`src/rtl/restoring_divider.sv`:
```
// restoring_divider
// Sequential restoring divider: 2N-bit dividend / N-bit divisor -> 2N-bit
// quotient and N-bit remainder, one quotient bit per clock.
// Optional macro DIV_ZERO_FAST_EN: a start accepted with divisor 0 skips the
// iterations and completes directly (done in the cycle after acceptance,
// busy never asserts). Without the macro, divisor 0 runs the full 2N
// iterations and produces the same result values.
module restoring_divider #(
  parameter int N = 16
) (
  input  logic           clk,
  input  logic           rst,
  input  logic           start,
  input  logic [2*N-1:0] dividend,
  input  logic [N-1:0]   divisor,
  output logic           busy,
  output logic           done,
  output logic [2*N-1:0] quotient,
  output logic [N-1:0]   remainder,
  output logic           div_zero
);

  localparam int CW = (2 * N > 1) ? $clog2(2 * N) : 1;
  localparam logic [CW-1:0] LAST_CNT = CW'(2 * N - 1);
  localparam logic [CW-1:0] CNT_ONE  = CW'(1);

  typedef enum logic [1:0] {
    ST_IDLE = 2'd0,
    ST_RUN  = 2'd1,
    ST_DONE = 2'd2
  } state_t;

  state_t           state_r;
  logic [2*N-1:0]   dvd_r;        // dividend shifting out, quotient shifting in
  logic [N-1:0]     dvs_r;
  logic [N:0]       prem_r;       // partial remainder
  logic [CW-1:0]    cnt_r;
  logic             busy_r;
  logic             done_r;
  logic [2*N-1:0]   quotient_r;
  logic [N-1:0]     remainder_r;
  logic             div_zero_r;

  logic [N:0]       shifted_s;
  logic [N+1:0]     trial_s;
  logic [N:0]       prem_next_s;
  logic             qbit_s;
  logic [2*N-1:0]   dvd_next_s;

  // One restoring iteration: shift in the next dividend bit, trial-subtract.
  always_comb begin
    shifted_s   = {prem_r[N-1:0], dvd_r[2*N-1]};
    trial_s     = {1'b0, shifted_s} - {2'b00, dvs_r};
    prem_next_s = shifted_s;
    qbit_s      = 1'b0;
    if (trial_s[N+1] == 1'b0) begin
      prem_next_s = trial_s[N:0];
      qbit_s      = 1'b1;
    end else begin
      prem_next_s = shifted_s;
      qbit_s      = 1'b0;
    end
    dvd_next_s = {dvd_r[2*N-2:0], qbit_s};
  end

  // Control FSM, datapath registers and registered outputs.
  // A start is taken in IDLE and also on the edge that ends the DONE cycle,
  // giving one division every 2N+1 cycles; starts during RUN are dropped.
  always_ff @(posedge clk or posedge rst) begin
    if (rst) begin
      state_r     <= ST_IDLE;
      dvd_r       <= {(2*N){1'b0}};
      dvs_r       <= {N{1'b0}};
      prem_r      <= {(N+1){1'b0}};
      cnt_r       <= {CW{1'b0}};
      busy_r      <= 1'b0;
      done_r      <= 1'b0;
      quotient_r  <= {(2*N){1'b0}};
      remainder_r <= {N{1'b0}};
      div_zero_r  <= 1'b0;
    end else begin
      done_r <= 1'b0;
      case (state_r)
        ST_IDLE, ST_DONE: begin
          if (start) begin
            dvd_r  <= dividend;
            dvs_r  <= divisor;
            prem_r <= {(N+1){1'b0}};
            cnt_r  <= {CW{1'b0}};
`ifdef DIV_ZERO_FAST_EN
            if (divisor == {N{1'b0}}) begin
              quotient_r  <= {(2*N){1'b1}};
              remainder_r <= dividend[N-1:0];
              div_zero_r  <= 1'b1;
              done_r      <= 1'b1;
              busy_r      <= 1'b0;
              state_r     <= ST_DONE;
            end else begin
              busy_r  <= 1'b1;
              state_r <= ST_RUN;
            end
`else
            busy_r  <= 1'b1;
            state_r <= ST_RUN;
`endif
          end else begin
            busy_r  <= 1'b0;
            state_r <= ST_IDLE;
          end
        end
        ST_RUN: begin
          prem_r <= prem_next_s;
          dvd_r  <= dvd_next_s;
          cnt_r  <= cnt_r + CNT_ONE;
          if (cnt_r == LAST_CNT) begin
            quotient_r  <= dvd_next_s;
            remainder_r <= prem_next_s[N-1:0];
            div_zero_r  <= (dvs_r == {N{1'b0}});
            done_r      <= 1'b1;
            busy_r      <= 1'b0;
            state_r     <= ST_DONE;
          end else begin
            busy_r  <= 1'b1;
            state_r <= ST_RUN;
          end
        end
        default: begin
          busy_r  <= 1'b0;
          state_r <= ST_IDLE;
        end
      endcase
    end
  end

  assign busy      = busy_r;
  assign done      = done_r;
  assign quotient  = quotient_r;
  assign remainder = remainder_r;
  assign div_zero  = div_zero_r;

endmodule

```
`config.mk`:
```
export PLATFORM = sky130hd
export DESIGN_NAME = restoring_divider
export DESIGN_NICKNAME = d
export VERILOG_FILES = /design/src/rtl/restoring_divider.sv
export SDC_FILE = /design/constraint.sdc
export NUM_CORES = 1
export LEC_CHECK = 0
export BUFFER_PORTS_ARGS = -buffer_cell sky130_fd_sc_hd__buf_2
export CAP_MARGIN = 30
export CORE_ASPECT_RATIO = 2
export CORE_MARGIN = 1
export CORE_UTILIZATION = 58
export CTS_BUF_LIST = sky130_fd_sc_hd__clkbuf_4 sky130_fd_sc_hd__clkbuf_8
export DETAILED_ROUTE_END_ITERATION = 6
export PLACE_DENSITY = 0.91
export SLEW_MARGIN = 20
export SYNTH_ARGS = -nofsm -noshare
export SYNTH_HDL_FRONTEND = slang
export SYNTH_SLANG_ARGS = --single-unit
```
`constraint.sdc`:
```
create_clock -name clk -period 4.4 [get_ports clk]
set_input_delay 0.66 -clock clk [delete_from_list [all_inputs] [get_ports clk]]
set_output_delay 0.66 -clock clk [all_outputs]
set_load 0.05 [all_outputs]
```
==> reports/metrics.csv <==
stage;metric;value;unit
drt;# DRC;0;
sta;Post-Route Skew;13.10;ps
finish;P&R area growth vs syn;17.41;%
drt;initial DRC count;497;
placement;RD Place Congestion;0.9682;
synth;EDFF count, synth;0;
drt;DRT antenna net count;0;
synth;synthesized area per cell;9.167;um^2
clock_tree;Root Driver;clkbuf_8;
worst_setup_path;reg2reg path depth;7;
sta;RSZ-0062 raised after global routing;false;
clock_tree;CTS tree;yes;
global_routing;vias in the first global route;5313;
synth;asr flop ratio synth;100.0;%
finish;sequential cell area;3028;um^2
finish;# fillers;783;
finish;fraction of layout cells with a size suffix above 1;21.87;%
synth;Yosys warning total;0;
worst_setup_path;Reg2Reg Setup Slack;1660;ps
status;status;finished, final reports clean;
drt;WL/cell;17.67;um
drt;Post-Route WL;15590;um
synth;Yosys cell types;56;
sta;Hold Violations, Final;0;
finish;Layout Utilization;70.75;%
clock_tree;clk_lat worst skew;450;ps
clock_tree;clk sink count;121;
drt;drt pass-1 iters;5;
sta;Slew @ Worst Pin;890.4;ps
drt;vias post-DR;5227;
floorplanning;Site Rows;51;
job;number of max-cap violations;0;
global_routing;pin count of the biggest net entering global routing;72;
finish;Nets;807;
floorplanning;DIE AREA;10640;um^2
synth;Post-Syn Instances;646;
synth;ys flop type;dfrtp_1;
clock_tree;post-CTS sizing;0;
clock_tree;TritonCTS Buffers;17;
floorplanning;number of I/O pins;102;
worst_setup_path;CP max stage cell;inv_1;
placement;# port buffers;101;
floorplanning;die width;73.45;um
global_routing;gr usage total;31.05;%
sta;Setup-failing EPs final;0;
sta;post-route minimum period;2737;ps
worst_setup_path;WP data required;4760;ps
drt;vias per cell;5.926;
worst_setup_path;crit-path max cell delay;670;ps
floorplanning;Starting Density;60.26;%
worst_setup_path;path type of the worst setup path;register to register;
finish;commonest non-fill, non-tap cell in the layout;nand2_1;
synth;Post-Syn Area;5922;um^2
clock_tree;Clock Pin Slew Worst Setup and Hold Paths;80;ps
worst_setup_path;CP Data Arrival Time;3090;ps
placement;post-DP HPWL;10680;um
global_routing;global-route wire length before repair;25200;um
finish;antenna cells;0;
floorplanning;core footprint;9827;um^2
clock_tree;setup repair bufs after CTS;0;
sta;WHS;202.0;ps
synth;flops & latches, synth;121;
sta;setup_tns;0;ps
global_routing;Congestion Overflow GR;0;
clock_tree;CTS Hold Bufs;0;
finish;most frequent cells in the layout;203 x nand2_1, 121 x dfrtp_1, 101 x buf_2;
worst_setup_path;worst flop-to-flop path endpoint;remainder[9];
worst_setup_path;CP cell instances;nor2b_4 -> buf_4 -> nand2_2 -> inv_1 -> buf_4 -> nand4_1 -> o211ai_1;
worst_setup_path;worst setup path startpoint;state_r[0];
min_path;Hold Crit Class;input pin to asynchronous set/reset pin;
sta;Final period util;62.21;%
worst_setup_path;CP Launch Type;register;
sta;relative slew slack;40.58;%
finish;Multi-input gate area;2666;um^2
worst_setup_path;critical path peak fanout;56;
worst_setup_path;beginning of the worst register-to-register path;state_r[0];
clock_tree;CTS H-tree depth;4;
synth;Seq/Total Area, Yosys;51.13;%
sta;Pins Over Slew Limit;0;
global_routing;initial antenna violation count;0;
synth;Mapped Nets;716;
sta;f_max;365.3;MHz
worst_setup_path;Crit. End Element;register;
worst_setup_path;CP dominant cell by count;buf_4;
clock_tree;CTS Buffer Depth;2;
floorplanning;die span in y;144.9;um
metal layers:
metal / vias to the layer above / routed length, um / global-route usage (%)
met3: 65 / 733 / 6.111
met5: - / 0 / 0
li1: 2424 / - / -
met2: 221 / 8338 / 53.72
met4: 0 / 824 / 19.52
met1: 2517 / 5692 / 33.10
worst max-delay path by stage:
stage and to:
2_1_floorplan cnt_r[0], 3_3_place_gp prem_r[14], 3_5_place_dp remainder[9], 4_1_cts remainder[9], 5_1_grt remainder[9], 6_report remainder[9]
synth_stat cells, types with 2 or more instances:
cell,count,area share (%)
nand2_1,204,13
dfrtp_1,121,51
o21ai_0,34,2.9
a22oi_1,31,3.9
clkbuf_1,26,1.6
inv_1,23,1.5
a21oi_1,21,1.8
ha_1,18,3.8
nor2_1,15,0.95
nand4_1,12,1.3
o211ai_1,10,1.3
nand3_1,9,0.76
o31ai_1,9,1.1
and2_1,8,0.85
nor3_1,7,0.59
a21o_1,6,0.76
nand2b_1,6,0.63
a31oi_1,5,0.53
buf_1,5,0.32
xnor2_1,5,0.74
buf_2,4,0.34
nor4_1,4,0.42
o21a_1,4,0.51
o21ai_1,4,0.34
or3_1,4,0.42
xor2_1,4,0.59
a31o_2,3,0.44
a32o_1,3,0.51
a41oi_1,3,0.44
a41oi_2,3,0.82
and3_1,3,0.32
nor2b_1,3,0.32
o2111ai_1,3,0.44
a22o_1,2,0.30
buf_6,2,0.38
nor3_2,2,0.34
logic make-up (layout without fill, tap and decap cells):
logic type / after synthesis / in the layout / share of synthesized area, %
AO/OA/AOI/OAI: 156 / 156 / 18.83
XOR/XNOR: 10 / 10 / 1.606
adder cells (fa/ha/maj): 19 / 19 / 4.141
buffers and inverters: 61 / 165 / 4.268
flip-flops: 121 / 121 / 51.13
AND/OR/NAND/NOR: 279 / 279 / 20.03
critical path, delay by kind of cell (launching register included):
kind	cells	cell delay, ps
buf+inv	3	1590
simple gates	3	460
compound gates	1	130
flops	1	440
stage by stage:
step                      instance area [um^2]  std cells  worst slack, ps
after global placement                    6506        848             1856
after global routing                      6953        882             1509
after detailed placement                  6534        849             1747
after CTS                                 6933        881             1721
after floorplan                           5922        646            525.8
final                                     6953        882             1663
sequential cells by signal, summed over array words and instances, names as in the netlist:
| signal | count |
|---|---|
| dvd_r | 32 |
| prem_r | 16 |
| div_zero | 1 |
| quotient | 32 |
| done | 1 |
| cnt_r | 5 |
| state_r | 2 |
| dvs_r | 16 |
| remainder | 16 |
area by class of cell:
type,instances,area share [%]
Clock buffer,17,3.365
Tap cell,132,2.375
Multi-Input combinational cell,464,38.35
Timing Repair Buffer,110,8.710
Sequential cell,121,43.55
Inverter,23,1.278
Clock inverter,15,2.375
Power is not shown: default switching activity piles up to over one toggle a cycle in this logic, so the estimate is an artifact.
